### config.mk
export PLATFORM = sky130hd
export DESIGN_NAME = multiplier
export DESIGN_NICKNAME = d
export VERILOG_FILES = /design/src/rtl/multiplier.sv
export SDC_FILE = /design/constraint.sdc
export NUM_CORES = 1
export LEC_CHECK = 0
export ABC_AREA = 1
export ABC_CLOCK_PERIOD_IN_PS = 5000
export CORE_MARGIN = 2
export CORE_UTILIZATION = 30
export DETAILED_ROUTE_END_ITERATION = 10
export PLACE_DENSITY_LB_ADDON = 0.05
export SLEW_MARGIN = 20
export SYNTH_ARGS = -nofsm -noshare
export SYNTH_HDL_FRONTEND = slang
export SYNTH_SLANG_ARGS = --single-unit
### constraint.sdc
create_clock -name ctl_clk -period 5 [get_ports ctl_clk]
set_input_delay 1 -clock ctl_clk [delete_from_list [all_inputs] [get_ports ctl_clk]]
set_output_delay 1 -clock ctl_clk [all_outputs]
set_load 0.1 [all_outputs]
### src/rtl/multiplier.sv
// Unsigned C_WIDTH x C_WIDTH multiplier with a fixed-point output shift and three
// selectable architectures: single-cycle, radix-2 shift-add, or radix-4 shift-add.
module multiplier #(
    parameter int C_WIDTH     = 8,
    parameter int FIXED_POINT = 0,
    parameter int MUL_TYPE    = 0
) (
    input  logic                   ctl_clk,
    input  logic                   reset,
    input  logic [C_WIDTH-1:0]     a,
    input  logic [C_WIDTH-1:0]     b,
    input  logic                   trigger,
    output logic [2*C_WIDTH-1:0]   y,
    output logic                   ready,
    output logic                   done
);

    localparam int PW   = 2 * C_WIDTH;
    // Unknown architecture codes fall back to the single-cycle datapath.
    localparam int ARCH = (MUL_TYPE == 1 || MUL_TYPE == 2) ? MUL_TYPE : 0;
    localparam int LAT  = (ARCH == 1) ? C_WIDTH : ((ARCH == 2) ? C_WIDTH / 2 : 1);
    localparam int CW   = $clog2(C_WIDTH) + 1;
    localparam logic [CW-1:0] LAST = CW'(LAT - 1);

    typedef enum logic {
        IDLE = 1'b0,
        BUSY = 1'b1
    } state_t;

    state_t            state_q, state_d;
    logic [PW-1:0]     mcand_q, mcand_d;
    logic [C_WIDTH-1:0] mplier_q, mplier_d;
    logic [PW-1:0]     acc_q, acc_d;
    logic [CW-1:0]     cnt_q, cnt_d;
    logic [PW-1:0]     y_q, y_d;
    logic              done_q, done_d;

    logic [PW-1:0]     full_prod;
    logic [PW-1:0]     pp;
    logic [PW-1:0]     acc_sum;
    logic [PW-1:0]     prod_next;

    // Partial product for the current step; the multiplicand is pre-shifted each cycle.
    always_comb begin
        pp        = '0;
        full_prod = mcand_q * PW'(mplier_q);
        if (ARCH == 2) begin
            case (mplier_q[1:0])
                2'd0:    pp = '0;
                2'd1:    pp = mcand_q;
                2'd2:    pp = mcand_q << 1;
                default: pp = (mcand_q << 1) + mcand_q;
            endcase
        end else begin
            pp = mplier_q[0] ? mcand_q : '0;
        end
        acc_sum   = acc_q + pp;
        prod_next = (ARCH == 0) ? full_prod : acc_sum;
    end

    always_comb begin
        state_d  = state_q;
        mcand_d  = mcand_q;
        mplier_d = mplier_q;
        acc_d    = acc_q;
        cnt_d    = cnt_q;
        y_d      = y_q;
        done_d   = 1'b0;
        case (state_q)
            IDLE: begin
                if (trigger) begin
                    mcand_d  = PW'(a);
                    mplier_d = b;
                    acc_d    = '0;
                    cnt_d    = '0;
                    state_d  = BUSY;
                end
            end
            BUSY: begin
                if (ARCH == 1) begin
                    mcand_d  = mcand_q << 1;
                    mplier_d = mplier_q >> 1;
                end else if (ARCH == 2) begin
                    mcand_d  = mcand_q << 2;
                    mplier_d = mplier_q >> 2;
                end
                acc_d = acc_sum;
                if (cnt_q == LAST) begin
                    y_d     = prod_next >> FIXED_POINT;
                    done_d  = 1'b1;
                    state_d = IDLE;
                end else begin
                    cnt_d = cnt_q + 1'b1;
                end
            end
            default: state_d = IDLE;
        endcase
    end

    always_ff @(posedge ctl_clk) begin
        if (reset) begin
            state_q  <= IDLE;
            mcand_q  <= '0;
            mplier_q <= '0;
            acc_q    <= '0;
            cnt_q    <= '0;
            y_q      <= '0;
            done_q   <= 1'b0;
        end else begin
            state_q  <= state_d;
            mcand_q  <= mcand_d;
            mplier_q <= mplier_d;
            acc_q    <= acc_d;
            cnt_q    <= cnt_d;
            y_q      <= y_d;
            done_q   <= done_d;
        end
    end

    assign y     = y_q;
    assign done  = done_q;
    assign ready = (state_q == IDLE);

endmodule

Word-level counts from Yosys, hierarchy flattened
Cells that the tools add are included.
{"block": "word_totals", "wordCells": 23, "reg_bits": 38, "out_inout_bits": 18, "input_bits": 19}
{"block": "classes", "bitwise_logic": 1, "eq_ne": 2, "mux": 7, "n_mul": 1, "n_reduce_logical": 5, "addsub": 1}
{"cell": "multiplier 8 x 8 -> 16 bit", "count": 1}
{"cell": "two-way mux 4 bit", "count": 2}
{"cell": "one-hot mux 4 bit (2 select lines)", "count": 1}
{"cell": "AND reduction 2 bit", "count": 3}
{"cell": "adder 4 x 1 -> 4 bit, second input constant", "count": 1}
{"cell": "logical NOT 4 bit", "count": 1}
{"cell": "!= test 2 bit, second input constant", "count": 2}
{"cell": "two-way mux 1 bit", "count": 3}
{"cell": "one-hot mux 1 bit (2 select lines)", "count": 1}
{"cell": "OR reduction 2 bit", "count": 1}
{"cell": "inverter 1 bit", "count": 1}

Longest topological paths before layout
Gate-level depths: netlist (run 1).
{"block": "depth", "depth_word": 3, "depth_mapped": 22, "mapped_depth_nobuf": 21}

Worst setup path before layout (run 1)
OpenSTA, ideal clock, no wires.
{"block": "synth_timing", "path_kind": "flip-flop to flip-flop", "from": "register mplier_q[7]", "to": "register y_q[15], in the netlist y[15]", "slack_ns": 1.124, "n_path_buf": 1, "arrival_ns": 3.768, "path_stages_with_launch": 19, "required_time_ns": 4.891, "period_less_slack_ns": 3.876, "setup_ns": 0.109, "cell_sequence": "dfxtp_1 -> clkbuf_1 -> nand2_1 -> fa_1 -> fa_1 -> inv_1 -> fa_1 -> inv_1 -> fa_1 -> inv_1 -> ha_1 -> nand2_1 -> nor2_1 -> and2_1 -> nand2_2 -> nand4_1 -> nand3_1 -> nand2_1 -> inv_1"}
{"block": "synth_via", "elab_chain_len": 1}
{"item": "start: declaration", "line_no": "32", "rtl": "logic [C_WIDTH-1:0] mplier_q, mplier_d;"}
{"item": "start signal: assignment", "line_no": "112", "rtl": "mplier_q <= mplier_d;"}
{"item": "multiplier 8 x 8 -> 16 bit", "line_no": "46", "rtl": "full_prod = mcand_q * PW'(mplier_q);"}
{"item": "end signal: assignment", "line_no": "115", "rtl": "y_q <= y_d;"}
{"item": "end: declaration", "line_no": "35", "rtl": "logic [PW-1:0] y_q, y_d;"}
Every way passes these cells.
A chain may end at the register's enable or synchronous reset.

Final worst setup path (run 1)
Ends and elaborated chain as after synthesis.

==> results by stage, run 1 <==
Status:
- The flow ran to the end, and the final reports show no timing, DRC or antenna violations.

Timing:
- For the final database, setup skew stands at 0.00477 ns.
- After routing, the total negative slack on setup checks comes to 0 ns.
- The minimum clock period is 4.15 ns.
- Of the available clock period, the critical path in the final layout requires 0.831.
- Setup repair after global routing left no endpoint under its margin.
- At the pin with the least slew margin, the transition time is 0.993 ns.
- Derived from the worst setup path, the maximum achievable clock frequency is 241 MHz.
- Setup violations remaining at the end of the flow were counted as 0.
- The number of pins with negative max-slew slack in the final report came to 0.
- The count of endpoints failing hold in the final timing report is 0.
- The hold slack is 0.462 ns.
- Measured against its own limit, the worst slew margin works out to 0.336.

Global route:
- The global-route usage over all layers is 0.144.
- The global-route wire length before repair is 15,400 um.
- The initial antenna violation count came to 0.
- The via count of the first global-routing pass is 3,130.
- After global routing the overflow that remains totals 0.
- Entering global routing, the biggest net connects 36 pins.

Placement:
- The count of buffers added on input and output ports is 36.
- In this run the cell area measured after placement is 4280 um^2.
- The number of placed instances, taps included is 732.
- Routability-driven placement finished with a final weighted congestion of 0.804.
- The HPWL after detailed placement is 7080 um.

Final layout:
- Summing all non-filler instances in the final layout gives an area of 4480 um^2.
- After filler insertion, the fill cell instance count of the layout stands at 1,383.
- In the layout the commonest cells are 138 x nand2_1, 137 x inv_1, 45 x nor2_1, 38 x ha_1, 38 x dfxtp_1.
- Excluding fillers, the count of instances in the completed layout stands at 740.
- In the final layout, the share of cells above drive strength 1 is 0.0440.
- The area taken by multi-input logic gates is 2410 um^2.
- The most common cell after layout, fill and taps aside is nand2_1.
- The number of diodes added for antenna fixing is 0.
- At the end of the flow, the number of nets in the layout was 660.
- The area growth from synthesis to final layout is 17.7%.
- Across the whole layout, storage elements account for 761 um^2.

Route:
- The number of antenna-violating nets in the routed design is 0.
- For this block, the routed nets add up to 8870 um of wire.
- In the routed design, unresolved DRC markers number 0.
- The first routing iteration left 97 violations.
- The average wire per standard cell is 12.0 um.
- In the routed layout, each cell is associated on average with a via count of 4.20.
- Across all layers, the routed design uses 3,105 vias.
- The number of iterations in the first detailed-routing pass is 4.

Setup path:
- The cell type group with the largest total delay on the critical path is adder cells.
- The worst setup path is launched from a flip-flop.
- The combined buffer and inverter count along the critical path is 4.
- On the critical path, the stage with the largest delay is an instance of fa_1.
- The signal on the critical path passes through nand2_1 > fa_1 > fa_1 > inv_1 > fa_1 > inv_1 > fa_1 > inv_1 > ha_1 > nand2_1 > nor2_1 > and2_1 > nand2_2 > nand4_1 > nand3_1 > nand2_1 > inv_1.
- At the worst endpoint, the arrival time is 4.33 ns.
- The largest incremental delay on the critical path is 0.55 ns.
- The sort of element at the end of the critical path is a flip-flop.
- The category of the critical setup timing path is flip-flop to flip-flop.
- The highest fanout seen on the critical path is 9.
- STA puts the critical path data required time at 5.18 ns.

Synth:
- The post-synthesis sequential element count is 38.
- A synthesized cell averages 6.96 um^2.
- The number of instances in the synthesized netlist is 547.
- Of the synthesized area, sequential elements account for 0.200.
- The count of yosys warnings during synthesis is 0.
- The count of unique library cells instantiated by Yosys is 26.
- The synthesized cell area is 3810 um^2.
- The net count after synthesis is 640.

Clock tree:
- The number of sinks driven by the clock tree is 38.
- The number of hold buffers added after CTS is 0.
- In this run the clock root is driven by a clkbuf_16.
- The number of setup buffers added after CTS is 0.
- The clock insertion delay at the later pin of the skew report is 0.28 ns.
- No sink is reached through more buffers than the 2 on the longest clock path.
- The number of H-tree branching levels is 2.
- After clock tree synthesis, the clock-pin slew on the worst setup and hold paths is 0.06 ns.
- The clock buffer count from CTS is 5.
- The number of gates resized after CTS was 0.
- The TritonCTS clock tree is yes.

Die:
- In this run the core area contains 41 standard-cell rows.
- The width of the die is 117 um.
- The initial utilization of the core area, before any placement, comes to 0.304.
- The overall die area is 13,600 um^2.
- The region available for standard cell placement spans 12,500 um^2.
- The I/O pin count is 37.
- The die span in y is 117 um.

Pwr:
- The largest vdd supply drop is 0.000125 V.
- The total design power is 0.00110 W.
- Power spread over the standard cell area amounts to 246 nW/um^2.
- Cell internal power was estimated by the tool at 0.000731 W.
- The switching share of power is 0.337.
- The standby leakage power is 2.67 nW.
- The clock network fraction of design power is 0.385.
- The share of total power in sequential cells is 0.329.
- Summed over all nets, the switching power comes to 0.000372 W.
- The part of the power in combinational logic is 0.286.

Min path:
- The type of the tightest min-delay check is flip-flop to flip-flop.

Flow run:
- Max-cap violations in this run came to 0.
[final timing paths]
kind	start	endpoint	slack (ns)	depth (start not counted)
setup / recovery	mplier_q[7]	y[15]	0.85	17
hold / removal	cnt_q[3]	cnt_q[3]	0.46	2
setup reg to reg	mplier_q[7]	y[15]	0.85	17
hold reg to reg	cnt_q[3]	cnt_q[3]	0.46	2
[state kept, by name, summed over array words and instances, names as in the netlist]
signal	flops
state_q	1
done	1
cnt_q	4
mcand_q	8
mplier_q	8
y	16
[cell families (layout without fill, tap and decap cells)]
| logic type | count (synthesis) | count (layout) | synth area share |
|---|---|---|---|
| fa+ha+maj | 74 | 74 | 0.314 |
| flops | 38 | 38 | 0.200 |
| simple gates | 221 | 221 | 0.242 |
| buf+inv | 164 | 185 | 0.166 |
| compound gates | 43 | 43 | 0.0621 |
| xor+xnor | 7 | 7 | 0.0161 |
[through the flow]
| stage | util | worst slack [ns] |
|---|---|---|
| after floorplan | - | 1.12 |
| after global routing | 0.358 | 0.477 |
| final | 0.358 | 0.847 |
| after CTS | 0.358 | 0.806 |
| after global placement | 0.342 | 0.813 |
| after detailed placement | 0.342 | 0.842 |
[area by class of cell]
cell class,count,area share
Clock inverter,2,0.0134
Multi-Input combinational cell,345,0.539
Inverter,141,0.118
Tap cell,172,0.0480
Timing Repair Buffer,36,0.0804
Sequential cell,38,0.170
Clock buffer,6,0.0310
[tightest hold or removal path, cell delays in order (launching register included)]
cell and delay, ns:
dfxtp_1 0.31, nand2_1 0.06, a21oi_1 0.05
[per-layer routing]
metal / up-vias / track usage / share of wire
li1: 1641 / - / -
met3: 7 / 0.0291 / 0.033
met4: 0 / 0.0259 / 0.0073
met2: 41 / 0.231 / 0.45
met1: 1416 / 0.203 / 0.51
met5: - / 0 / 0
[Yosys cell counts]
| master | number | area, um^2 |
|---|---|---|
| nand3_2 | 4 | 40.0 |
| nand2_1 | 138 | 518 |
| inv_1 | 137 | 514 |
| a21o_1 | 1 | 7.51 |
| a31oi_1 | 1 | 6.26 |
| inv_2 | 4 | 15.0 |
| nor2_2 | 2 | 12.5 |
| xor2_1 | 5 | 43.8 |
| nand4_1 | 5 | 31.3 |
| o21ai_0 | 25 | 125 |
| o21bai_1 | 2 | 15.0 |
| o21a_1 | 5 | 37.5 |
| fa_1 | 36 | 721 |
| ha_1 | 38 | 475 |
| nand3_1 | 19 | 95.1 |
| a21oi_1 | 9 | 45.0 |
| nand2_2 | 6 | 37.5 |
| buf_6 | 1 | 11.3 |
| nor2_1 | 45 | 169 |
| and2_1 | 1 | 6.26 |
| xnor2_1 | 2 | 17.5 |
| buf_2 | 3 | 15.0 |
| buf_4 | 1 | 7.51 |
| nor2_4 | 1 | 11.3 |
| dfxtp_1 | 38 | 761 |
| clkbuf_1 | 18 | 67.6 |
[power groups by stage]
stage / logic [W] / clock network [W] / registers, W
after floorplan: 0.000195 / 0 / 0.000406
after global placement: 0.000321 / 0 / 0.000369
after detailed placement: 0.000318 / 0 / 0.000369
after CTS: 0.000323 / 0.000437 / 0.000362
after global routing: 0.000360 / 0.000449 / 0.000366
final: 0.000315 / 0.000425 / 0.000362
No activity file was read; power rests on OpenSTA's default activity.
==> run 2: changes to the inputs <==
Settings changed: ABC_CLOCK_PERIOD_IN_PS 5000 to 3800.
Clock period 5 ns to 3.8 ns, I/O delays scaled along.
==> results by stage, run 2 (synthesis gave the netlist of run 1 again) <==
Placement:
- The number of port buffers is 36 (unchanged).
- The HPWL after detailed placement is 7560 um (was 7080 um).
- The final RePlAce weighted congestion is 0.812 (was 0.804).
- The instance area after placement was 4510 um^2 (was 4280 um^2).

Timing:
- The number of pins with negative max-slew slack in the final report is 0 (unchanged).
- The tightest slew margin relative to the limit is 0.347 (was 0.336).
- RSZ-0062 raised after global routing: true (was false).
- The final clock skew is 0.00818 ns (was 0.00477 ns).
- The slew at the pin with the worst max-slew slack was 0.977 ns (was 0.993 ns).
- The minimum clock period is 3.74 ns (was 4.15 ns).
- The count of endpoints failing hold in the final timing report came to 0 (unchanged).
- The highest achievable clock rate is 267 MHz (was 241 MHz).
- The final sum of negative setup slack is 0 ns (unchanged).
- The hold slack came to 0.467 ns (was 0.462 ns).
- The final worst-path cycle share was 0.984 (was 0.831).
- The number of setup violations in the final report came to 0 (unchanged).

Clock tree:
- The clock root buffer master is clkbuf_16 (unchanged).
- The clock buffer count from CTS is 5 (unchanged).
- The number of sinks driven by the clock tree is 38 (unchanged).
- The TritonCTS clock tree is yes (unchanged).
- The number of H-tree branching levels is 2 (unchanged).
- The clock insertion delay at the later pin of the skew report is 0.29 ns (was 0.28 ns).
- The maximum clock path buffer count was 2 (unchanged).
- The clock-pin slew reported for the worst setup and hold paths after clock tree synthesis is 0.06 ns (about the same).

Min path:
- The worst hold path depth is 2 (unchanged).
- The type of the tightest min-delay check is flip-flop to flip-flop (unchanged).
- The terminating pin of the worst hold path is cnt_q[3] (unchanged).
- The worst hold path startpoint is cnt_q[3] (unchanged).

Global route:
- The largest net degree at the start of global routing came to 25 (was 36).
- The global-route usage over all layers is 0.148 (was 0.144).
- The overflow left after global routing is 0 (unchanged).
- The via count of the first global-routing pass came to 3,275 (was 3,130).
- The global-route wire length before repair is 15,700 um (was 15,400 um).
- The initial antenna violation count is 0 (unchanged).

Final layout:
- The net count reported at finish was 693 (was 660).
- The fraction of final layout cells with drive strength greater than 1 is 0.190 (was 0.0440).
- The number of flip-flops under the largest register name was 16 (unchanged).
- The area growth from synthesis to final layout is 29.5% (was 17.7%).
- The number of diodes added for antenna fixing is 0 (unchanged).
- The filler cell count was 1,383 (unchanged).
- The final cell area excluding filler cells is 4930 um^2 (was 4480 um^2).
- The most common cell after layout, fill and taps aside is inv_1 (was nand2_1).
- Leading cell types in the layout, fill and taps excluded: 129 x inv_1, 123 x nand2_1, 41 x nor2_1, 36 x clkdlybuf4s50_1, 34 x fa_1 (was 138 x nand2_1, 137 x inv_1, 45 x nor2_1, 38 x ha_1, 38 x dfxtp_1).
- The share of the core filled with cells in the final layout is 0.394 (was 0.358).

Setup path:
- The sort of element at the end of the critical path is a flip-flop (unchanged).
- The capture instance of the worst register-to-register path is y[10] (was y[15]).
- The worst endpoint data arrival time came to 3.93 ns (was 4.33 ns).
- The worst reg-to-reg path cell count is 20 (was 17).
- The setup slack of the most critical reg-to-reg path was 0.06 ns (was 0.85 ns).
- The category of the critical setup timing path is flip-flop to flip-flop (unchanged).
- The highest fanout seen on the critical path is 6 (was 9).
- The required arrival time at the worst endpoint is 3.99 ns (was 5.18 ns).
- The startpoint type of the worst setup path is a flip-flop (unchanged).
- The startpoint of the most critical register-to-register path is mplier_q[2] (was mplier_q[7]).

Status:
- Run status: completed (unchanged).

Pwr:
- The standby leakage power is 2.87 nW (was 2.67 nW).
- The largest vdd supply drop was 0.000157 V (was 0.000125 V).
- The areal power density over the cells is 296 nW/um^2 (was 246 nW/um^2).

Route:
- The number of iterations in the first detailed-routing pass is 4 (unchanged).
- The number of antenna-violating nets in the routed design is 0 (unchanged).
- The average wire per standard cell is 12.1 um (was 12.0 um).
- The average vias per placed instance came to 4.18 (was 4.20).
- The first-iteration detailed-routing DRC count is 105 (was 97).
- The number of vias in the routed layout is 3,232 (was 3,105).
- The routed wire length came to 9330 um (was 8870 um).
- The number of DRC violations after detailed routing is 0 (unchanged).

Die:
- The width of the die came to 117 um (unchanged).
- The row count is 41 (unchanged).
- The die span in y is 117 um (unchanged).
- The area inside the core boundary is 12,500 um^2 (unchanged).
- The initial cell density of the core is 0.304 (unchanged).
- The overall die area is 13,600 um^2 (unchanged).
- The I/O pin count is 37 (unchanged).

Flow run:
- The max-capacitance violation count is 0 (unchanged).
-- run 2: cell types whose count changed in the layout (fill, tap and decap cells not counted), moves of 4 or more --
cell / previous run / this run
buf_4: 0 / 33
nand2_1: 138 / 123
dfxtp_1: 38 / 25
dfxtp_4: 0 / 9
nand2_2: 6 / 15
inv_1: 137 / 129
inv_2: 4 / 12
ha_1: 38 / 31
ha_4: 0 / 6
nand2_4: 0 / 6
dfxtp_2: 0 / 4
nor2_1: 45 / 41
-- run 2: power breakdown --
group / leakage, nW / switching (W) / internal (W)
registers: 0.320 / 0.0000317 / 0.000427
logic: 2.48 / 0.000338 / 0.000227
clock network: 0.0729 / 0.000176 / 0.000260
total: 2.87 / 0.000545 / 0.000914
-- run 2: metal layers --
layer / routed length, um / vias to the layer above / global-route usage
li1: - / 1707 / -
met1: 4650 / 1472 / 0.206
met2: 4310 / 43 / 0.241
met3: 262 / 10 / 0.0244
met4: 105 / 0 / 0.0376
met5: 0 / - / 0
-- run 2: worst max-delay path: stages (launching register included) --
cell,delay [ns]
dfxtp_4,0.36
buf_4,0.16
nand2_1,0.05
inv_1,0.05
fa_2,0.39
fa_1,0.47
fa_1,0.56
inv_1,0.05
fa_1,0.50
inv_2,0.05
ha_4,0.27
nand2_2,0.06
nand2_2,0.06
nand2_2,0.07
nand2_2,0.05
inv_2,0.05
nand2_2,0.06
xnor2_2,0.19
nand2_1,0.08
nand2_1,0.08
inv_1,0.03
-- run 2: stage by stage --
| step | setup WS, ns | total power, W | cells |
|---|---|---|---|
| after floorplan | 0.00996 | 0.000792 | 547 |
| after global placement | -0.211 | 0.000963 | 762 |
| after detailed placement | -0.188 | 0.000959 | 762 |
| after CTS | -0.000313 | 0.00144 | 771 |
| after global routing | -0.105 | 0.00155 | 773 |
| final | 0.0607 | 0.00146 | 773 |
-- run 2: area by class of cell --
cell class | instances | area (um^2) | area share
Timing Repair Buffer | 69 | 608 | 0.123
Clock buffer | 6 | 139 | 0.0282
Sequential cell | 38 | 800 | 0.162
Tap cell | 172 | 215 | 0.0437
Multi-Input combinational cell | 345 | 2630 | 0.533
Inverter | 141 | 529 | 0.107
Clock inverter | 2 | 12.5 | 0.00254
-- run 2: worst max-delay path by stage --
| stage | start | end |
|---|---|---|
| CTS | mplier_q[7] | y[15] |
| detailed placement | mplier_q[7] | y[12] |
| global placement | mplier_q[4] | y[15] |
| floorplan | mcand_q[4] | y[10] |
| finish | mplier_q[2] | y[10] |
| global route | mplier_q[7] | y[10] |
-- run 2: repair_timing --
item,4_1_cts,5_1_grt
hold buffers,0,0
endpoints found under the hold margin,0,0
endpoints found under the setup margin,9,9
buffers inserted,1,2
pin swaps,13,40
resized for setup,36,39
==> run 3: changes to the inputs <==
Settings changed: ABC_CLOCK_PERIOD_IN_PS 3800 to not set.
==> results of run 3 <==
No change in the layout: final DEF, timing and power equal those of run 2.
